<file path="config.mk">
export PLATFORM = sky130hd
export DESIGN_NAME = fsm_param
export DESIGN_NICKNAME = d
export VERILOG_FILES = /design/src/rtl/fsm_pkg.sv /design/src/rtl/fsm_param.sv
export SDC_FILE = /design/constraint.sdc
export NUM_CORES = 1
export LEC_CHECK = 0
export ABC_CLOCK_PERIOD_IN_PS = 2800
export CORE_ASPECT_RATIO = 0.8
export CORE_UTILIZATION = 42
export DETAILED_ROUTE_END_ITERATION = 10
export GPL_TIMING_DRIVEN = 1
export PLACE_DENSITY = 0.84
export SLEW_MARGIN = 20
export SYNTH_ARGS = -nofsm -noshare
export SYNTH_HDL_FRONTEND = slang
export SYNTH_SLANG_ARGS = --single-unit
</file>
<file path="constraint.sdc">
create_clock -name clk -period 2.8 [get_ports clk]
set_clock_uncertainty 0.05 [all_clocks]
set_input_delay 0.56 -clock clk [delete_from_list [all_inputs] [get_ports clk]]
set_output_delay 0.56 -clock clk [all_outputs]
set_load 0.02 [all_outputs]
</file>
<file path="src/rtl/fsm_pkg.sv">
// Shared state encodings for the FIFO-monitor controller.
package fsm_pkg;

  localparam int unsigned STATE_W = 3;

  typedef enum logic [STATE_W-1:0] {
    ST_RESET  = 3'd0,
    ST_INIT   = 3'd1,
    ST_IDLE   = 3'd2,
    ST_ACTIVE = 3'd3,
    ST_ERROR  = 3'd4
  } state_e;

endpackage

</file>
<file path="src/rtl/fsm_param.sv">
// FIFO-monitor controller: threshold configuration, idle/active tracking,
// and a sticky error state that records which FIFOs faulted.
module fsm_param
  import fsm_pkg::*;
#(
  parameter int unsigned NUM_FIFOS = 10,
  parameter int unsigned UMB_W     = 3
) (
  input  logic                 clk,
  input  logic                 reset,
  input  logic                 init,
  input  logic [UMB_W-1:0]     umbral_alto,
  input  logic [UMB_W-1:0]     umbral_bajo,
  input  logic [NUM_FIFOS-1:0] FIFO_empty,
  input  logic [NUM_FIFOS-1:0] FIFO_error,
  output logic                 idle,
  output logic [UMB_W-1:0]     interno_alto,
  output logic [UMB_W-1:0]     interno_bajo,
  output logic [STATE_W-1:0]   estado,
  output logic                 error_out,
  output logic [NUM_FIFOS-1:0] error_fifo,
  output logic                 cfg_invalid
);

  state_e state_q;
  state_e state_n;

  logic all_empty_c;
  logic any_error_c;
  logic cfg_ok_c;

  // Input reductions and threshold-pair sanity check
  assign all_empty_c = &FIFO_empty;
  assign any_error_c = |FIFO_error;
  assign cfg_ok_c    = (umbral_bajo <= umbral_alto);

  assign estado = state_q;

  // State register
  always_ff @(posedge clk or posedge reset) begin
    if (reset) begin
      state_q <= ST_RESET;
    end else begin
      state_q <= state_n;
    end
  end

  // Next-state logic: error beats init, init beats empty-based moves
  always_comb begin
    state_n = state_q;
    case (state_q)
      ST_RESET: state_n = ST_INIT;
      ST_INIT, ST_IDLE, ST_ACTIVE: begin
        if (any_error_c) begin
          state_n = ST_ERROR;
        end else if (init) begin
          state_n = ST_INIT;
        end else if (all_empty_c) begin
          state_n = ST_IDLE;
        end else begin
          state_n = ST_ACTIVE;
        end
      end
      ST_ERROR: state_n = ST_ERROR;
      default:  state_n = ST_RESET;
    endcase
  end

  // Registered outputs: status flags, committed thresholds, error capture
  always_ff @(posedge clk or posedge reset) begin
    if (reset) begin
      idle         <= 1'b0;
      error_out    <= 1'b0;
      cfg_invalid  <= 1'b0;
      error_fifo   <= '0;
      interno_alto <= '1;
      interno_bajo <= '0;
    end else begin
      idle        <= (state_n == ST_IDLE);
      error_out   <= (state_n == ST_ERROR);
      cfg_invalid <= (state_q == ST_INIT) && !cfg_ok_c;
      if ((state_q == ST_INIT) && cfg_ok_c) begin
        interno_alto <= umbral_alto;
        interno_bajo <= umbral_bajo;
      end
      if (state_q == ST_ERROR) begin
        error_fifo <= error_fifo | FIFO_error;
      end else if (state_n == ST_ERROR) begin
        error_fifo <= FIFO_error;
      end
    end
  end

endmodule

</file>
==> out/results.ini <==
[status]
outcome=completed

[clock_network]
cts.repair.resized=0
path_clk_slew_ps=110
worst_skew_pair.late_latency_ps=310
max-clock-path-buffers=2
post_cts_buffers=0
cts_hold_buf=0
clock-sinks=22
cts_inserted_buffers=3
root_buffer=clkbuf_4
htreeDepth=1
cts_tree=yes

[floorplanning]
coreArea_um2=2200
rows=15
start_util_pct=45.4
io_pins=51
die_y_um=45.6
die_area_um2=2570
dieWidth_um=56.4

[layout]
finish.utilization_pct=70.7
syn_to_final_growth_pct=55.9
fin_cells=172
drive_gt1_share_pct=7.48
diodes=0
fin_nets=180

[timing]
grt_setup_unrepaired=false
setup_violations=0
final_hold_viol_count=0
maxSlewHeadroom_pct=46.2
period_needed_ps=2260
worst_pin_slew_ps=806
setup_slack_ps=545
report.final.slew_viol_count=0
setup_tns_ps=0
max_freq_mhz=443
layout_worst_path_cycle_share_pct=80.6

[setup_path]
path_buf_inv=2
worst_setup_path_end_kind=flip-flop
crit_fanout=6
path_class=in2reg
crit_chain=clkdlybuf4s50_1, inv_1, ha_1, a21oi_1, o21ai_0, a21oi_4, mux2_1
worstPathArrival_ps=2410
slowest_delay_ps=490
start_kind=input pin
critical_path.top_delay_family=compound AO/OA/AOI/OAI gates
rrSetupSlack_ps=1140
cp_data_required_time_ps=2950
cpMaxStageDelayCell=clkdlybuf4s50_1

[global_routing]
antenna_found_initial=0
grt_pass1_vias=948
grt_max_degree=23
grt_pass1_wl_mm=4.13
grt-ovfl-total=0
grtUsageTotal_pct=22.2

[run]
maxCapViolCount=0

[placed_design]
dp_hpwl_mm=2.00
routabilityCongestion=0.785
dp_cells=168
portBuffers=50
pre_cts_ws_ps=208

[detailed_routing]
drt_iter0_markers=7
ant_nets=0
drtPass1Iterations=4
viasPerCell=5.30
wl_met3_um=123
drc=0
route.vias.total=911
wirelength_mm=2.48
wl_met2_mm=1.31
dr.max_layer_used=met4
met1_length_um=989
wl_per_cell_um=14.4

[pwr]
p_leak_uw=0.000650
power.density_nw_per_um2=982
p_total_uw=1530
vdd_ir_drop_max_mv=0.831

[min_path]
min_path_type=reg2reg

[synthesis]
synth_nets=127
synth_cell_types=24
synth.avg_cell_area_um2=10.5
synth_warnings=0
syn-instance-count=95
postSynthRegisterBits=22
seq_area_frac_synth_pct=55.7
syn_area_um2=996

cell usage after synthesis:
cell type  count  area [um2]
buf_4          1        7.51
or3_1          1        6.26
nand4_1        2        12.5
nor2_2         1        6.26
or2_2          1        6.26
mux2_1         6        67.6
nor4_1         2        12.5
dfrtp_1       19         475
ha_1           3        37.5
a21oi_4        1        16.3
a21oi_1       12        60.1
clkbuf_1       1        3.75
a21o_1         2        15.0
nand2_1        4        15.0
nor2_1        12        45.0
xnor2_1        1        8.76
and4_1         1        8.76
dfstp_2        3        78.8
nand4b_1       1        8.76
nor3_1         7        35.0
inv_1          6        22.5
or3b_4         1        11.3
nand3_1        2        10.0
o21ai_0        5        25.0
state kept, by name (all words and copies together), names as in the netlist:
register,flops
interno_bajo,3
estado,3
error_fifo,10
cfg_invalid,1
interno_alto,3
idle,1
error_out,1
power breakdown:
| part | switching, uW | total, uW | internal [uW] | leakage (uW) |
|---|---|---|---|---|
| Combinational | 419 | 801 | 382 | 0.000379 |
| Clock | 97.2 | 177 | 79.5 | 0.0000210 |
| Sequential | 79.9 | 548 | 468 | 0.000250 |
| Total | 596 | 1530 | 929 | 0.000650 |
final cells by class:
type	instances	area, um2
inverter	6	22.5
tap	25	31.3
multi-input combinational	65	408
fill	177	643
timing repair buffer	50	500
sequential	22	554
clock buffer	4	36.3
kinds of logic (layout without fill, tap and decap cells):
group	count (synthesis)	count (layout)	share of synthesized area (%)
muxes	6	6	6.78
xor gates and xnor gates	1	1	0.880
adders and majority gates	3	3	3.77
DFF	22	22	55.7
and+or+nand+nor	35	35	17.8
AOI/OAI and AO/OA	20	20	11.7
buffers and inverters	8	60	3.39
path summary, 6_finish.rpt:
| check | startpoint | end | cells after the start |
|---|---|---|---|
| worst max-delay path | umbral_alto[2] | interno_bajo[2] | 7 |
| worst min-delay path | interno_bajo[1] | interno_bajo[1] | 1 |
| worst max register to register | estado[2] | interno_bajo[2] | 3 |
| worst min register to register | interno_bajo[1] | interno_bajo[1] | 1 |
| max in group asynchronous | reset | idle | 2 |
| min in group asynchronous | reset | error_fifo[8] | 2 |
layout by cell type, fill, tap and decap left out, drive strengths merged, types with 4 or more instances in the layout:
master / n
clkdlybuf4s50: 50
dfrtp: 19
a21oi: 13
nor2: 13
nor3: 7
mux2: 6
inv: 6
o21ai: 5
nand2: 4
clkbuf: 4
worst register-to-register path, stage by stage, from the launching register on:
cell     delay (ps)
dfrtp_1         480
or3b_4          430
a21oi_4         240
mux2_1          360
metrics by stage:
stage,hold WS [ps],instance area (um2)
2_1_floorplan,497,996
3_3_place_gp,423,1520
3_5_place_dp,438,1520
4_1_cts,465,1550
5_1_grt,482,1550
6_report,461,1550
routing by layer:
| metal | global-route usage (%) | up-vias |
|---|---|---|
| li1 | - | 440 |
| met1 | 25.4 | 429 |
| met2 | 39.5 | 35 |
| met3 | 5.68 | 7 |
| met4 | 11.2 | 0 |
| met5 | 0 | - |
Note: power is estimated with default switching activity, not from simulation.
